<file path="src/rtl/led_cmd_ctrl_pkg.sv">
// led_cmd_ctrl_pkg: shared command codes, SPI frame field widths and executor FSM states
package led_cmd_ctrl_pkg;
  localparam int CMD_BITS = 8;
  localparam int ADDR_BITS = 8;
  localparam int PAYLOAD_BITS = 8;
  localparam int MASTER_FRAME_WIDTH = CMD_BITS + ADDR_BITS + PAYLOAD_BITS;
  localparam int BRIGHT_MAX = 100;
  localparam logic [CMD_BITS-1:0] CMD_NOP = 8'h00;
  localparam logic [CMD_BITS-1:0] CMD_WRITE = 8'h01;
  localparam logic [CMD_BITS-1:0] CMD_READ = 8'h02;
  typedef enum logic [2:0] {IDLE, CAPTURE, DECODE, WRITE, READ} state_t;
endpackage

</file>
<file path="src/rtl/led_cmd_ctrl_pwm_channel.sv">
// led_pwm_channel: one PWM output, high while the shared step is below this channel's brightness
//   sysclk/rst: clock, async active-high reset; step: shared PWM step; bright: duty; led: registered output
module led_pwm_channel #(
  parameter int SW = 7,
  parameter int BW = 7
) (
  input  logic          sysclk,
  input  logic          rst,
  input  logic [SW-1:0] step,
  input  logic [BW-1:0] bright,
  output logic          led
);
  always_ff @(posedge sysclk or posedge rst)
    if (rst) led <= 1'b0;
    else led <= 32'(step) < 32'(bright);
endmodule

</file>
<file path="src/rtl/led_cmd_ctrl.sv">
// led_cmd_ctrl: executes decoded SPI frames into LED brightness regs, PWM outputs and read responses
//   sysclk/rst: clock, async active-high reset; i_rx_dv/i_cmd/i_addr/i_payload: frame from the slave
//   o_slv_frame/o_slv_tx_enb: read response for the next transaction; o_led: PWM; o_err: sticky; o_busy: FSM active
module led_cmd_ctrl
  import led_cmd_ctrl_pkg::*;
#(
  parameter int NUM_LEDS = 4,
  parameter int PWM_STEPS = BRIGHT_MAX,
  parameter int PWM_DIV = 1250
) (
  input  logic                          sysclk,
  input  logic                          rst,
  input  logic                          i_rx_dv,
  input  logic [CMD_BITS-1:0]           i_cmd,
  input  logic [ADDR_BITS-1:0]          i_addr,
  input  logic [PAYLOAD_BITS-1:0]       i_payload,
  output logic [MASTER_FRAME_WIDTH-1:0] o_slv_frame,
  output logic                          o_slv_tx_enb,
  output logic [NUM_LEDS-1:0]           o_led,
  output logic                          o_err,
  output logic                          o_busy
);
  localparam int BW = $clog2(PWM_STEPS + 1);
  localparam int SW = PWM_STEPS > 1 ? $clog2(PWM_STEPS) : 1;
  localparam int PW = PWM_DIV > 1 ? $clog2(PWM_DIV) : 1;
  localparam int AW = NUM_LEDS > 1 ? $clog2(NUM_LEDS) : 1;
  state_t state;
  logic rx_dv_q;
  logic [CMD_BITS-1:0] cmd_q;
  logic [ADDR_BITS-1:0] addr_q;
  logic [PAYLOAD_BITS-1:0] payload_q;
  logic [BW-1:0] bright [NUM_LEDS];
  logic [PW-1:0] pre;
  logic [SW-1:0] step;
  logic strobe, bad_addr, known;
  logic [BW-1:0] clamped;
  logic [AW-1:0] idx;
  // rx_dv idles high, so a new frame is its rising edge; rx_dv_q resets to 1 to avoid a false edge
  assign strobe = i_rx_dv & ~rx_dv_q;
  assign bad_addr = int'(addr_q) >= NUM_LEDS;
  assign known = cmd_q inside {CMD_NOP, CMD_WRITE, CMD_READ};
  assign clamped = int'(payload_q) > PWM_STEPS ? BW'(PWM_STEPS) : BW'(payload_q);
  assign idx = addr_q[AW-1:0];
  assign o_busy = state != IDLE;
  always_ff @(posedge sysclk or posedge rst)
    if (rst) begin
      state <= IDLE;
      rx_dv_q <= 1'b1;
      cmd_q <= '0;
      addr_q <= '0;
      payload_q <= '0;
      o_slv_frame <= '0;
      o_slv_tx_enb <= 1'b0;
      o_err <= 1'b0;
      for (int i = 0; i < NUM_LEDS; i++) bright[i] <= '0;
    end else begin
      rx_dv_q <= i_rx_dv;
      case (state)
        IDLE: state <= strobe ? CAPTURE : IDLE;
        CAPTURE: begin
          cmd_q <= i_cmd;
          addr_q <= i_addr;
          payload_q <= i_payload;
          o_slv_tx_enb <= 1'b0;
          state <= DECODE;
        end
        DECODE: begin
          o_err <= o_err | bad_addr | ~known;
          state <= (bad_addr || !known || cmd_q == CMD_NOP) ? IDLE : cmd_q == CMD_WRITE ? WRITE : READ;
        end
        WRITE: begin
          bright[idx] <= clamped;
          state <= IDLE;
        end
        READ: begin
          o_slv_frame <= {CMD_READ, addr_q, PAYLOAD_BITS'(bright[idx])};
          o_slv_tx_enb <= 1'b1;
          state <= IDLE;
        end
        default: state <= IDLE;
      endcase
    end
  always_ff @(posedge sysclk or posedge rst)
    if (rst) begin
      pre <= '0;
      step <= '0;
    end else begin
      pre <= pre == PW'(PWM_DIV - 1) ? '0 : pre + 1'b1;
      if (pre == PW'(PWM_DIV - 1)) step <= step == SW'(PWM_STEPS - 1) ? '0 : step + 1'b1;
    end
  for (genvar g = 0; g < NUM_LEDS; g++) begin : g_ch
    led_pwm_channel #(.SW(SW), .BW(BW)) u_ch (
      .sysclk(sysclk),
      .rst(rst),
      .step(step),
      .bright(bright[g]),
      .led(o_led[g])
    );
  end
endmodule

</file>
<file path="config.mk">
export PLATFORM = sky130hd
export DESIGN_NAME = led_cmd_ctrl
export DESIGN_NICKNAME = d
export VERILOG_FILES = /design/src/rtl/led_cmd_ctrl_pkg.sv /design/src/rtl/led_cmd_ctrl_pwm_channel.sv /design/src/rtl/led_cmd_ctrl.sv
export SDC_FILE = /design/constraint.sdc
export NUM_CORES = 1
export LEC_CHECK = 0
export CELL_PAD_IN_SITES_DETAIL_PLACEMENT = 1
export CELL_PAD_IN_SITES_GLOBAL_PLACEMENT = 2
export CORE_MARGIN = 2
export CORE_UTILIZATION = 40
export CTS_CLUSTER_SIZE = 14
export DETAILED_ROUTE_END_ITERATION = 6
export PLACE_DENSITY_LB_ADDON = 0.1
export SYNTH_ARGS = -nofsm -noshare
export SYNTH_HDL_FRONTEND = slang
export SYNTH_SLANG_ARGS = --single-unit
</file>
<file path="constraint.sdc">
create_clock -name sysclk -period 4.5 [get_ports sysclk]
set_input_delay 0.45 -clock sysclk [delete_from_list [all_inputs] [get_ports sysclk]]
set_output_delay 0.45 -clock sysclk [all_outputs]
set_load 0.05 [all_outputs]
</file>
==> impl_metrics.tcl, run 1 <==
set metrics [dict create \
    netlist.area_leader.share 0.501 \
    grt_setup_unrepaired "false" \
    timing.hold.worst.class "register to register" \
    power.switching_uw 747 \
    power.sequential.fraction 0.462 \
    r2r_start "addr_q[0]$_DFFE_PP0P_" \
    grt_max_degree 78 \
    final_layout_size_suffix_gt1_frac 0.180 \
    power.share.combinational 0.224 \
    ant_nets 0 \
    drc_violations_left 2 \
    vdd_drop_max_uv 278 \
    cts.repair_timing.setup_buffer_count 0 \
    synth.lib_cells_used.distinct 48 \
    cts_root_buf "clkbuf_16" \
    io-pin-count 58 \
    dp_slack_ps 2440 \
    reg2regPathDepth 3 \
    coreArea_um2 11500 \
    timing.critical_path.max_delay_family "buffers and inverters" \
    cts_buffers 9 \
    layout.nets 498 \
    vias 3112 \
    grtUsageMet3 0.0498 \
    fmax_mhz 410 \
    place_hpwl_um 7270 \
    yosysWarnings 0 \
    setup.worst_path.end_class "output pin" \
    clock-sinks 96 \
    outcome "finished, violations left" \
    floorplan.rows 39 \
    fin_cells 592 \
    number_of_failing_setup_endpoints_in_the_final_timing_report 0 \
    clk_pin_slew_ps 60 \
    hold_end "o_slv_frame[17]$_DFFE_PP0P_" \
    layout_setup_ws_ps 2060 \
    met2_usage 0.310 \
    hold_path_depth 1 \
    syn-cell-area_um2 4750 \
    cap_viol_max_count 0 \
    floorplan.initialDensity 0.412 \
    worst_slew_pin_slew_ps 968 \
    synthesis.instances 400 \
    hold_start "o_slv_frame[17]$_DFFE_PP0P_" \
    slowest_stage "clkdlybuf4s50_1" \
    regToRegEndpoint "bright[21]$_DFFE_PP0P_" \
    violations_in_the_final_reports "DRC" \
    syn2layout_area_growth_pct 17.5 \
    tritoncts_clock_tree "built" \
    htree_num_levels 3 \
    yosys_register_bits 96 \
    crit_path_max_incr_delay_ps 710 \
    number_of_antenna_violations_at_the_first_check_in_global_routing 0 \
    chipHeight_um 113 \
    synth_enable_flop_cells 0 \
    drt-wirelength-per-cell_um 17.4 \
    cts-hold-fix-buffers 0 \
    fin_hold_viols 0 \
    post-place-cells 576 \
    port_buffers 49 \
    r2r_setup_slack_ps 2470 \
    antenna_cells 0 \
    min_period_ps 2440 \
    path_class "register to output pin" \
    global_route.overflow_total 0 \
    timing.max_slew.rel_slack 0.354 \
    timing.critical_path.cells "or3_1 -> clkdlybuf4s50_1" \
    static_power_due_to_leakage_nw 2.49 \
    tns_ps 0 \
    top_usage_layer "met2" \
    routed_wirelength_um 10300 \
    ys_dominant_reg_cell "dfrtp_1" \
    rd_place_congestion 0.773 \
    synth.cells.most_frequent "95 x dfrtp_1, 48 x mux2_2, 28 x inv_1, 27 x ha_1, 20 x nand2_1" \
    post_synth.cell_area_avg_um2 11.9 \
    first_global_vias 3463 \
    use_met1 0.229 \
    cp_data_arrival_time_ps 1990 \
    synth_top_cell_by_area "dfrtp_1" \
    cp-start-kind "register" \
    synth_sequential_area_ratio 0.506 \
    dieWidth_um 113 \
    worst_skew_pair.late_latency_ps 350 \
    cts-resized-gates 0 \
    drt_first_pass_iters 6 \
    overall_routing_resource_usage 0.181 \
    powerDensity_nw_per_um2 440 \
    dieArea_um2 12800 \
    period_share 0.542 \
    switching_share 0.305 \
    cts-root-to-sink-buffers 2 \
    report.power.total_mw 2.45 \
    drt_first_iter_violations 115 \
    finalMaxSlewViolations 0 \
    layout.core_utilization 0.485 \
    crit_required_ps 4050 \
    netlist_top_cells_area "dfrtp_1 50%, mux2_2 11%, ha_1 7.1%" \
    finClkSkew_ps 6.69 \
    critical_path.n_buffers_inverters 1 \
    grt_first_pass_wirelength_um 17900 \
    routed_via_density 5.26 \
    post-synth-top-count-cell "dfrtp_1" \
    crit_path_max_fanout 12 \
    synth-async-reset-ratio 1.00 \
    share_clk_of_total_power 0.315 \
    internal_power_mw 1.71 \
]
worst reg2reg max path, delay by kind of cell, from the launching register on:
| kind | cells | cell delay, ps |
|---|---|---|
| AND/OR/NAND/NOR | 2 | 940 |
| multiplexers | 1 | 380 |
| flip-flops | 1 | 600 |
state kept, by name (all words and copies together) (netlist names):
name / cells
o_slv_frame: 16
g_ch.u_ch.led: 4
step: 7
o_err: 1
cmd_q: 8
addr_q: 8
state: 3
bright: 28
payload_q: 8
rx_dv_q: 1
o_slv_tx_enb: 1
pre: 11
metal layers:
layer / routed length, µm / up-vias / part of all wire
li1: - / 1481 / -
met1: 4570 / 1578 / 0.44
met2: 5300 / 45 / 0.51
met3: 314 / 8 / 0.031
met4: 110 / 0 / 0.011
met5: 0 / - / 0
metrics by stage:
stage	cell area, µm²	hold slack (ps)
floorplan	4780	454
global placement	5280	456
detailed placement	5280	470
CTS	5580	490
global route	5580	510
finish	5580	484
cells by family (layout without fill, tap and decap cells):
| kind of cell | Yosys count | count (layout) | synth area share |
|---|---|---|---|
| and+or+nand+nor | 101 | 101 | 0.121 |
| buffers and inverters | 53 | 95 | 0.0606 |
| adders and majority gates | 27 | 27 | 0.0711 |
| AOI/OAI and AO/OA | 57 | 57 | 0.0751 |
| muxes | 55 | 55 | 0.147 |
| other | 1 | 8 | 0.000790 |
| DFF | 96 | 96 | 0.506 |
| xor gates and xnor gates | 10 | 10 | 0.0184 |
worst max path at each step:
stage,startpoint,endpoint,slack (ps),cells past startpoint
after global placement,state[1]$_DFF_PP0_,o_busy,2450,2
after detailed placement,state[1]$_DFF_PP0_,o_busy,2440,2
after floorplan,rst,addr_q[0]$_DFFE_PP0P_,1550,1
after global routing,state[1]$_DFF_PP0_,o_busy,1980,2
final,state[1]$_DFF_PP0_,o_busy,2060,2
after CTS,state[1]$_DFF_PP0_,o_busy,2040,2
final cells by class:
cell class,count,area (µm²)
clock buffer,12,246
clock inverter,4,53.8
fill,1220,5930
inverter,28,108
multi-input combinational,258,2090
sequential,96,2400
tap,143,179
timing repair buffer,51,505
power by group through the flow:
| stage | registers (mW) | clock network, mW | logic, mW |
|---|---|---|---|
| global placement | 1.15 | 0 | 0.540 |
| detailed placement | 1.15 | 0 | 0.556 |
| CTS | 1.14 | 0.802 | 0.560 |
| finish | 1.13 | 0.772 | 0.549 |
| floorplan | 1.09 | 0 | 0.450 |
| global route | 1.16 | 0.841 | 0.616 |
cell usage in the layout (no fill, tap or decap), types with 3 or more instances in the layout:
cell type / n
a21o_1: 8
nand2b_1: 5
clkbuf_16: 9
o21ai_0: 19
nor2b_1: 4
o211a_1: 5
conb_1: 8
ha_1: 27
dfrtp_1: 95
nand2_1: 20
a21oi_1: 16
nor2_1: 18
and4_1: 3
xnor2_1: 8
clkdlybuf4s50_1: 49
mux2_2: 48
nand3_1: 12
a22o_1: 3
mux4_2: 7
inv_1: 27
nand4_1: 14
nor4_1: 3
No activity file was read; power rests on OpenSTA's default activity.
==> run 2, diff against run 1 <==
--- a/config.mk
+++ b/config.mk
@@ -8,7 +8,7 @@
 export CELL_PAD_IN_SITES_DETAIL_PLACEMENT = 1
 export CELL_PAD_IN_SITES_GLOBAL_PLACEMENT = 2
 export CORE_MARGIN = 2
-export CORE_UTILIZATION = 40
+export CORE_UTILIZATION = 37
 export CTS_CLUSTER_SIZE = 14
 export DETAILED_ROUTE_END_ITERATION = 6
 export PLACE_DENSITY_LB_ADDON = 0.1
==> constraint.sdc (replaced) <==
create_clock -name sysclk -period 2.55 [get_ports sysclk]
set_input_delay 0.255 -clock sysclk [delete_from_list [all_inputs] [get_ports sysclk]]
set_output_delay 0.255 -clock sysclk [all_outputs]
set_load 0.05 [all_outputs]
==> impl_metrics.tcl, run 2 (synthesis results as in run 1) <==
set metrics [dict create \
    floorplan.rows 41 \
    final_layout_size_suffix_gt1_frac 0.196 \
    cts_buffers 9 \
    layout_setup_ws_ps 343 \
    drt_first_iter_violations 100 \
    cap_viol_max_count 0 \
    fin_hold_viols 0 \
    chipHeight_um 117 \
    vdd_drop_max_uv 372 \
    finalMaxSlewViolations 0 \
    coreArea_um2 12600 \
    timing.max_slew.rel_slack 0.580 \
    setup.worst_path.end_class "output pin" \
    antenna_cells 0 \
    tritoncts_clock_tree "built" \
    first_global_vias 3344 \
    min_period_ps 2210 \
    max_reg_flops 28 \
    number_of_failing_setup_endpoints_in_the_final_timing_report 0 \
    cp_data_arrival_time_ps 1950 \
    report.power.total_mw 4.40 \
    highest_layer "met4" \
    drt-wirelength-per-cell_um 17.0 \
    grt_setup_unrepaired "false" \
    vias 3158 \
    place_hpwl_um 7690 \
    ant_nets 0 \
    outcome "completed" \
    routed_wirelength_um 10600 \
    route.layer.met1.wl_um 4950 \
    slowest_stage "clkdlybuf4s50_1" \
    cts.repair_timing.setup_buffer_count 0 \
    timing.hold.worst.class "input pin to asynchronous set/reset pin" \
    worst_skew_pair.late_latency_ps 350 \
    clock-sinks 96 \
    period_share 0.866 \
    critical_path.n_buffers_inverters 1 \
    static_power_due_to_leakage_nw 2.53 \
    clk_pin_slew_ps 70 \
    routed-wl-met3_um 404 \
    number_of_antenna_violations_at_the_first_check_in_global_routing 0 \
    cts-hold-fix-buffers 0 \
    io-pin-count 58 \
    path_class "register to output pin" \
    timing.critical_path.cells "or3_1 -> clkdlybuf4s50_1" \
    tns_ps 0 \
    layout.nets 504 \
    met2WireLength_um 5180 \
    overall_routing_resource_usage 0.167 \
    cts-resized-gates 0 \
    dieWidth_um 117 \
    grt_max_degree 57 \
    grt_first_pass_wirelength_um 18100 \
    fmax_mhz 453 \
    routed_via_density 5.04 \
    worst_slew_pin_slew_ps 630 \
    crit_path_max_fanout 12 \
    biggestRegsByFlops "bright (28), o_slv_frame (16), pre (11)" \
    htree_num_levels 3 \
    cp-start-kind "register" \
    drt_first_pass_iters 4 \
    rd_place_congestion 0.754 \
    timing.critical_path.max_delay_family "buffers and inverters" \
    layout_commonest_cell "dfrtp_1" \
    cts-root-to-sink-buffers 2 \
    powerDensity_nw_per_um2 773 \
    largest_reg_by_ff_count "bright" \
    commonest_cells_after_routing_fill_and_taps_aside "95 x dfrtp_1, 49 x clkdlybuf4s50_1, 48 x mux2_2, 27 x inv_1, 27 x ha_1" \
    dieArea_um2 13800 \
    crit_required_ps 2300 \
    syn2layout_area_growth_pct 19.9 \
    finClkSkew_ps 8.62 \
    port_buffers 49 \
    r2r_start "state[1]$_DFF_PP0_" \
    critPathLaunch "state[1]$_DFF_PP0_" \
    drc_violations_left 0 \
    crit_path_max_incr_delay_ps 700 \
    dp_slack_ps 636 \
    cts_root_buf "clkbuf_16" \
    global_route.overflow_total 0 \
    fin_hold_ws_ps 249 \
    floorplan.initialDensity 0.378 \
]
==> run 2: power by group <==
group	switching [mW]	internal, mW
clock network	0.610	0.820
logic	0.522	0.463
registers	0.217	1.77
total	1.35	3.05
==> run 2: area by class of cell <==
class                      instances  area (µm²)
sequential                        96        2400
multi-input combinational        258        2090
inverter                          28         109
fill                            1329        6880
tap                              172         215
clock buffer                      11         253
timing repair buffer              57         563
clock inverter                     5        62.6
==> run 2: final timing paths <==
| path | endpoint | slack, ps | cells past startpoint |
|---|---|---|---|
| max | o_busy | 340 | 2 |
| min | bright[3]$_DFFE_PP0P_ | 250 | 2 |
| max reg2reg | bright[21]$_DFFE_PP0P_ | 640 | 3 |
| min reg2reg | o_slv_frame[17]$_DFFE_PP0P_ | 470 | 1 |
| max in group asynchronous | pre[8]$_DFF_PP0_ | 1620 | 3 |
| min in group sysclk | rx_dv_q$_DFF_PP1_ | 340 | 1 |
==> run 2: stage by stage <==
step | cell area [µm²] | util | instances
2_1_floorplan | 4780 | - | 407
3_3_place_gp | 5380 | 0.428 | 611
3_5_place_dp | 5380 | 0.428 | 611
4_1_cts | 5690 | 0.453 | 627
5_1_grt | 5690 | 0.453 | 627
6_report | 5690 | 0.453 | 627
==> run 2: routing by layer <==
layer | up-vias | global-route usage
li1 | 1495 | -
met1 | 1611 | 0.225
met2 | 42 | 0.268
met3 | 10 | 0.0447
met4 | 0 | 0.0429
met5 | - | 0
